**src/rtl/btn_debounce.sv**
```systemverilog
// Debounces N active-low button pins into a clean pressed level plus
// single-cycle press, release and long-press pulses on a shared tick timebase.
module btn_debounce #(
  parameter int N          = 8,
  parameter int TICK_DIV   = 8000,
  parameter int DB_TICKS   = 10,
  parameter int LONG_TICKS = 1000
) (
  input  logic         clk,
  input  logic         reset,
  input  logic [N-1:0] i_btn_n,
  output logic [N-1:0] o_btn_state,
  output logic [N-1:0] o_btn_press,
  output logic [N-1:0] o_btn_release,
  output logic [N-1:0] o_btn_long,
  output logic         o_any_event,
  output logic         o_tick
);

  localparam int          PW        = $clog2(TICK_DIV);
  localparam logic [PW-1:0] PRESC_LAST = PW'(TICK_DIV - 1);
  localparam logic [3:0]  DB_LAST   = 4'(DB_TICKS - 1);
  localparam logic [9:0]  LONG_MAX  = 10'(LONG_TICKS);
  localparam logic [9:0]  LONG_LAST = 10'(LONG_TICKS - 1);

  typedef enum logic {
    S_RELEASED = 1'b0,
    S_PRESSED  = 1'b1
  } btn_st_t;

  logic [N-1:0]  r_sync1;
  logic [N-1:0]  r_sync2;
  logic [PW-1:0] r_presc;
  logic          r_tick;
  logic [N-1:0]  r_press;
  logic [N-1:0]  r_release;
  logic [N-1:0]  r_long;
  logic          r_any;
  logic [N-1:0]  w_press_next;
  logic [N-1:0]  w_release_next;
  logic [N-1:0]  w_long_next;
  logic [N-1:0]  w_state;

  // Sync flops idle at 1 (released) so a held button re-debounces after reset.
  always_ff @(posedge clk) begin
    if (!reset) begin
      r_sync1   <= '1;
      r_sync2   <= '1;
      r_presc   <= '0;
      r_tick    <= 1'b0;
      r_press   <= '0;
      r_release <= '0;
      r_long    <= '0;
      r_any     <= 1'b0;
    end else begin
      r_sync1   <= i_btn_n;
      r_sync2   <= r_sync1;
      if (r_presc == PRESC_LAST) begin
        r_presc <= '0;
        r_tick  <= 1'b1;
      end else begin
        r_presc <= r_presc + 1'b1;
        r_tick  <= 1'b0;
      end
      r_press   <= w_press_next;
      r_release <= w_release_next;
      r_long    <= w_long_next;
      r_any     <= |(w_press_next | w_release_next | w_long_next);
    end
  end

  generate
    for (genvar gi = 0; gi < N; gi++) begin : g_btn
      btn_st_t    r_st;
      btn_st_t    w_st_next;
      logic [3:0] r_db_cnt;
      logic [3:0] w_db_next;
      logic [9:0] r_long_cnt;
      logic [9:0] w_long_cnt_next;
      logic       w_p;
      logic       w_press;
      logic       w_release;
      logic       w_long;

      assign w_p = ~r_sync2[gi];

      always_ff @(posedge clk) begin
        if (!reset) begin
          r_st       <= S_RELEASED;
          r_db_cnt   <= '0;
          r_long_cnt <= '0;
        end else begin
          r_st       <= w_st_next;
          r_db_cnt   <= w_db_next;
          r_long_cnt <= w_long_cnt_next;
        end
      end

      always_comb begin
        w_st_next       = r_st;
        w_db_next       = r_db_cnt;
        w_long_cnt_next = r_long_cnt;
        w_press         = 1'b0;
        w_release       = 1'b0;
        w_long          = 1'b0;

        if (w_p != (r_st == S_PRESSED)) begin
          if (r_tick) begin
            if (r_db_cnt == DB_LAST) begin
              w_db_next = '0;
              if (r_st == S_RELEASED) begin
                w_st_next = S_PRESSED;
                w_press   = 1'b1;
              end else begin
                w_st_next = S_RELEASED;
                w_release = 1'b1;
              end
            end else begin
              w_db_next = r_db_cnt + 4'd1;
            end
          end
        end else begin
          w_db_next = '0;
        end

        // An accepted release wins over a long pulse landing on the same tick.
        if (r_st == S_RELEASED || w_release) begin
          w_long_cnt_next = '0;
        end else if (r_tick && r_long_cnt < LONG_MAX) begin
          w_long_cnt_next = r_long_cnt + 10'd1;
          w_long          = (r_long_cnt == LONG_LAST);
        end
      end

      assign w_state[gi]        = (r_st == S_PRESSED);
      assign w_press_next[gi]   = w_press;
      assign w_release_next[gi] = w_release;
      assign w_long_next[gi]    = w_long;
    end
  endgenerate

  assign o_btn_state   = w_state;
  assign o_btn_press   = r_press;
  assign o_btn_release = r_release;
  assign o_btn_long    = r_long;
  assign o_any_event   = r_any;
  assign o_tick        = r_tick;

endmodule

```
**config.mk**
```make
export PLATFORM = sky130hd
export DESIGN_NAME = btn_debounce
export DESIGN_NICKNAME = d
export VERILOG_FILES = /design/src/rtl/btn_debounce.sv
export SDC_FILE = /design/constraint.sdc
export NUM_CORES = 1
export LEC_CHECK = 0
export BUFFER_PORTS_ARGS = -buffer_cell sky130_fd_sc_hd__buf_2
export CORE_ASPECT_RATIO = 1.25
export CORE_MARGIN = 2
export CORE_UTILIZATION = 50
export CTS_CLUSTER_SIZE = 24
export DETAILED_ROUTE_END_ITERATION = 8
export PLACE_DENSITY_LB_ADDON = 0.05
export SYNTH_ARGS = -nofsm -noshare
export SYNTH_HDL_FRONTEND = slang
export SYNTH_SLANG_ARGS = --single-unit
```
**constraint.sdc**
```tcl
create_clock -name clk -period 3 [get_ports clk]
set_clock_uncertainty 0.05 [all_clocks]
set_input_delay 0 -clock clk [delete_from_list [all_inputs] [get_ports clk]]
set_output_delay 0 -clock clk [all_outputs]
set_load 0.03 [all_outputs]
```
Yosys cells after proc, flatten, opt, wreduce, memory -nomap -nowiden

Cells that the tools add are included.

Add/subtract/negate cells: 17
$lt $le $gt $ge: 8
Equal/unequal tests: 25
Muxes and demuxes: 89
Bitwise operators: 19
Reduce and logical (&&, ||, !) cells: 42

Operators with widths:

| cell                                                            | number |
|---|---|
| 1-bit two-way mux                                               | 81 |
| 10-bit by 1-bit adder with 10-bit output, second input constant | 8 |
| 10-bit equality test, second input constant                     | 8 |
| 10-bit < comparator, second input constant                      | 8 |
| 4-bit by 1-bit adder with 4-bit output, second input constant   | 8 |
| 4-bit equality test, second input constant                      | 8 |
| 4-bit two-way mux                                               | 8 |
| 3-bit AND reduction                                             | 8 |
| 2-bit OR reduction                                              | 9 |
| 1-bit inverter                                                  | 17 |
| 8-bit OR                                                        | 2 |
| 2-bit AND reduction                                             | 8 |
| 13-bit by 1-bit adder with 13-bit output, second input constant | 1 |
| 13-bit equality test, second input constant                     | 1 |
| 1-bit logical AND                                               | 8 |
| 1-bit logical OR                                                | 8 |
| 1-bit != test                                                   | 8 |
| 8-bit OR reduction                                              | 1 |

Register bits after elaboration: 175
Output and inout bits: 34

Logic depth before layout (Yosys ltp)

Depth after elaboration: 8
Depth in mapped cells: 8

Worst setup path before layout

Ideal clock, no wire load.

Kind: register to register
From: register r_tick (netlist: o_tick)
To: register r_any (netlist: o_any_event)
Arrival: 1651 ps
Data required time: 2869 ps
Slack: 1218 ps
Cell stages (with the launch flop): 8
Period minus slack after synthesis: 1782 ps
Cells stage by stage: dfxtp_1 -> buf_6 -> buf_6 -> buf_6 -> nand4_1 -> or2_2 -> o31a_2 -> a41oi_1

Word-level cells in the longest chain between the ends: 6
Elaborated cells on any way between the ends: 67

Ends and longest elaborated chain:

| item                   | line | text |
|---|---|---|
| start, declared        | 34   | `logic r_tick;` |
| start signal, assigned | 50   | `r_tick <= 1'b0;` |
| start signal, assigned | 60   | `r_tick <= 1'b1;` |
| start signal, assigned | 63   | `r_tick <= 1'b0;` |
| 1-bit two-way mux      | 108  | `if (r_tick) begin` |
| 1-bit two-way mux      | 107  | `if (w_p != (r_st == S_PRESSED)) begin` |
| 1-bit logical OR       | 127  | `if (r_st == S_RELEASED \|\| w_release) begin` |
| 1-bit two-way mux      | 127  |  |
| 8-bit OR (*)           | 68   | `r_any <= \|(w_press_next \| w_release_next \| w_long_next);` |
| 8-bit OR reduction (*) | 68   |  |
| end signal, assigned   | 68   |  |
| end, declared          | 38   | `logic r_any;` |

Every way passes the cells marked *; elsewhere a longest branch is shown, timed or not.
A chain may end at the register's enable or synchronous reset.

Final worst setup path

From: register r_tick (netlist: o_tick)
To: register g_btn[4].r_long_cnt[3]

Word-level cells in the longest chain between the ends: 4
Elaborated cells on any way between the ends: 5

Ends and longest elaborated chain:

| item                         | line | text |
|---|---|---|
| 1-bit two-way mux            | 108  |  |
| 1-bit two-way mux            | 107  |  |
| 1-bit logical OR             | 127  |  |
| 2-bit OR reduction (no line) | n/a  |  |
| end signal, assigned         | 95   | `r_long_cnt <= w_long_cnt_next;` |
| end, declared                | 78   | `logic [9:0] r_long_cnt;` |

Several ways; a longest one is shown, not always the timed one.

==> results.yml <==
run_status:
  status: "complete, no violations"
timing:
  clock.fmax_ghz: 0.444
  whs_ns: 0.257
  fin_ws_ns: 0.746
  layout_min_cycle_time_ns: 2.25
  fin_crit_sh: 0.751
  setup_violations: 0
  tns_ns: 0
  max_slew_margin: 0.490
  report.final.slew_viol_count: 0
  worst_pin_slew_ns: 0.759
  finalHoldViolations: 0
  rsz0062_at_grt: "false"
grt:
  grt_pass1_wl_um: 24600
  antenna_found_initial: 0
  gr-usage-all-layers: 0.190
  grt_pass1_vias: 5282
  gr-total-overflow: 0
  grt_max_degree: 30
critical_path:
  crit_path_max_fanout: 14
  crit_arrival_ns: 2.50
  cp-end-kind: "flip-flop"
  path_class: "reg -> reg"
  cp_slowest_cell: "nor4_2"
  critPathBufInv: 1
  critical_path_required_ns: 3.25
  reg2reg_slack_ns: 0.75
  slowest_delay_ns: 0.60
  path_cells: "buf_4 -> nand2_1 -> nor4_2 -> nand3b_1 -> nor2_1"
  crit_path_start_kind: "flip-flop"
  crit_family: "simple AND/OR/NAND/NOR gates"
synthesis:
  synth_area_leaders: "dfxtp_1 (47%), nor2_1 (7.2%), xnor2_1 (5.8%)"
  yosysSeqAreaShare: 0.474
  yosysTopAreaCellShare: 0.474
  ys_seq_elements: 175
  post_synth_num_cell_types: 53
  synthesis.nets: 848
  avgSynthCellArea_um2: 8.91
  yosysTopAreaCell: "dfxtp_1"
  syn_inst: 829
  synthArstFlopShare: 0
  synth-edff-count: 0
  yosys_warnings: 0
  syn_area_um2: 7390
  yosys_most_used_dff: "dfxtp_1"
floorplanning:
  coreArea_um2: 14400
  die-area_um2: 15800
  die_x_um: 113
  ioPinCount: 44
  rows: 49
  die_h_um: 140
  initial_core_util: 0.513
clocking:
  post_cts.repair.setup_buffers: 0
  path_clk_slew_ns: 0.07
  root_buffer: "clkbuf_16"
  cts_tree: "done"
  clock_sinks: 175
  numCtsBuffers: 17
  clock_path_buffers: 2
  clk_latency_ns: 0.42
  cts_htree_levels: 4
power:
  pwr_density_cell_nw_per_um2: 563
  ir_drop_v: 0.000441
  p_leak_nw: 2.94
detailed_routing:
  vias: 5669
  first_pass_iters: 4
  remaining_drc_errors: 0
  drtIter0Drc: 311
  wl_um: 14600
  drtAntennaViolNets: 0
  via_per_inst: 5.29
  routedWlPerCell_um: 13.7
flow_run:
  cap_viol_max_count: 0
min_path:
  hold_path_class: "in -> reg"
placement:
  portBuffers: 43
  dp_cells: 1027
  dp_slack_ns: 0.762
  place_congestion: 0.785
  dp_hpwl_um: 10300
layout:
  nFillCells: 1274
  final_common_cell: "dfxtp_1"
  mostFrequentLayoutCells: "dfxtp_1 (174), nor2_1 (141), nand2_1 (63)"
  instances_no_fill: 1072
  antenna_cells: 0
  layout.nets: 900
  area_growth_pct: 14.5
  drive_above_1_share: 0.123
-- worst min-delay path, cell delays in order --
cell           delay [ns]
dlygate4sd3_1        0.52
buf_2                0.10
nand2b_1             0.08
-- registers in the layout (all words and copies together) (netlist names) --
name	cells
r_presc	13
g_btn.r_st	8
r_sync1	8
o_btn_long	8
o_btn_release	8
o_btn_press	8
g_btn.r_long_cnt	80
r_sync2	8
g_btn.r_db_cnt	32
o_tick	1
o_any_event	1
-- path summary, 6_finish.rpt --
path | endpoint | cells after the start | start
worst max-delay path | g_btn[4].r_long_cnt[3] | 5 | o_tick
worst min register to register | r_sync2[7] | 1 | r_sync1[7]
worst max register to register | g_btn[4].r_long_cnt[3] | 5 | o_tick
worst min-delay path | r_sync1[1] | 3 | i_btn_n[1]
-- per-stage QoR --
step / power [mW] / area [µm²] / util
after floorplan: 2.43 / 7390 / -
after global placement: 2.44 / 7690 / 0.534
after detailed placement: 2.44 / 7690 / 0.534
after CTS: 4.82 / 8460 / 0.587
after global routing: 4.92 / 8460 / 0.587
final: 4.76 / 8460 / 0.587
-- final cells by class --
cell class	count	area, µm²	area share
clock buffers	20	457	0.0540
clock inverters	12	183	0.0216
inverters	24	90.1	0.0107
multi-input cells	602	3620	0.428
flip-flops and latches	175	3500	0.414
well taps	178	223	0.0263
repair buffers	61	383	0.0453
-- cell usage after synthesis, types with 3 or more instances --
library cell and number:
nor4_1 12, nor2b_1 17, dfxtp_1 175, or2_2 11, nor3_1 30, buf_2 10
mux2i_1 8, o21ai_0 25, nand3_1 40, nand2b_1 20, xor2_1 44, nand3b_1 7
o311ai_2 4, xnor2_1 49, and3_1 9, nor2_1 141, and2_1 10, nand4_1 17
and4_1 7, inv_1 24, clkbuf_1 6, nand2_1 63, nor3b_1 13, nor4_2 3
ha_1 9, a21oi_1 26, a41oi_1 3, or3_1 6, or2b_2 3, buf_6 4
buf_4 8
-- per-layer routing --
layer / up-vias / track usage / routed length, µm
met2: 92 / 0.318 / 7220
met4: 0 / 0.0623 / 212
met3: 16 / 0.0550 / 560
met5: - / 0 / 0
met1: 2647 / 0.237 / 6650
li1: 2914 / - / -
-- what timing repair did --
| item | 4_1_cts | 5_1_grt |
|---|---|---|
| gates resized for setup | 0 | 0 |
| hold buffers | 13 | 0 |
| endpoints found under the setup margin | 0 | 0 |
| hold endpoints to repair | 11 | 0 |
-- cells by family (layout without fill, tap and decap cells) --
kind of cell / after synthesis / count (layout) / share of synthesized area
xor+xnor: 93 / 93 / 0.110
fa+ha+maj: 9 / 9 / 0.0152
compound gates: 77 / 77 / 0.0715
mux: 8 / 8 / 0.0108
flops: 175 / 175 / 0.474
simple gates: 415 / 415 / 0.282
buf+inv: 52 / 117 / 0.0362
-- where the power goes --
part / switching (mW) / internal, mW
Clock: 0.914 / 1.45
Combinational: 0.0314 / 0.0293
Sequential: 0.00750 / 2.34
Total: 0.953 / 3.81
Power figures use the tool's default switching activity.
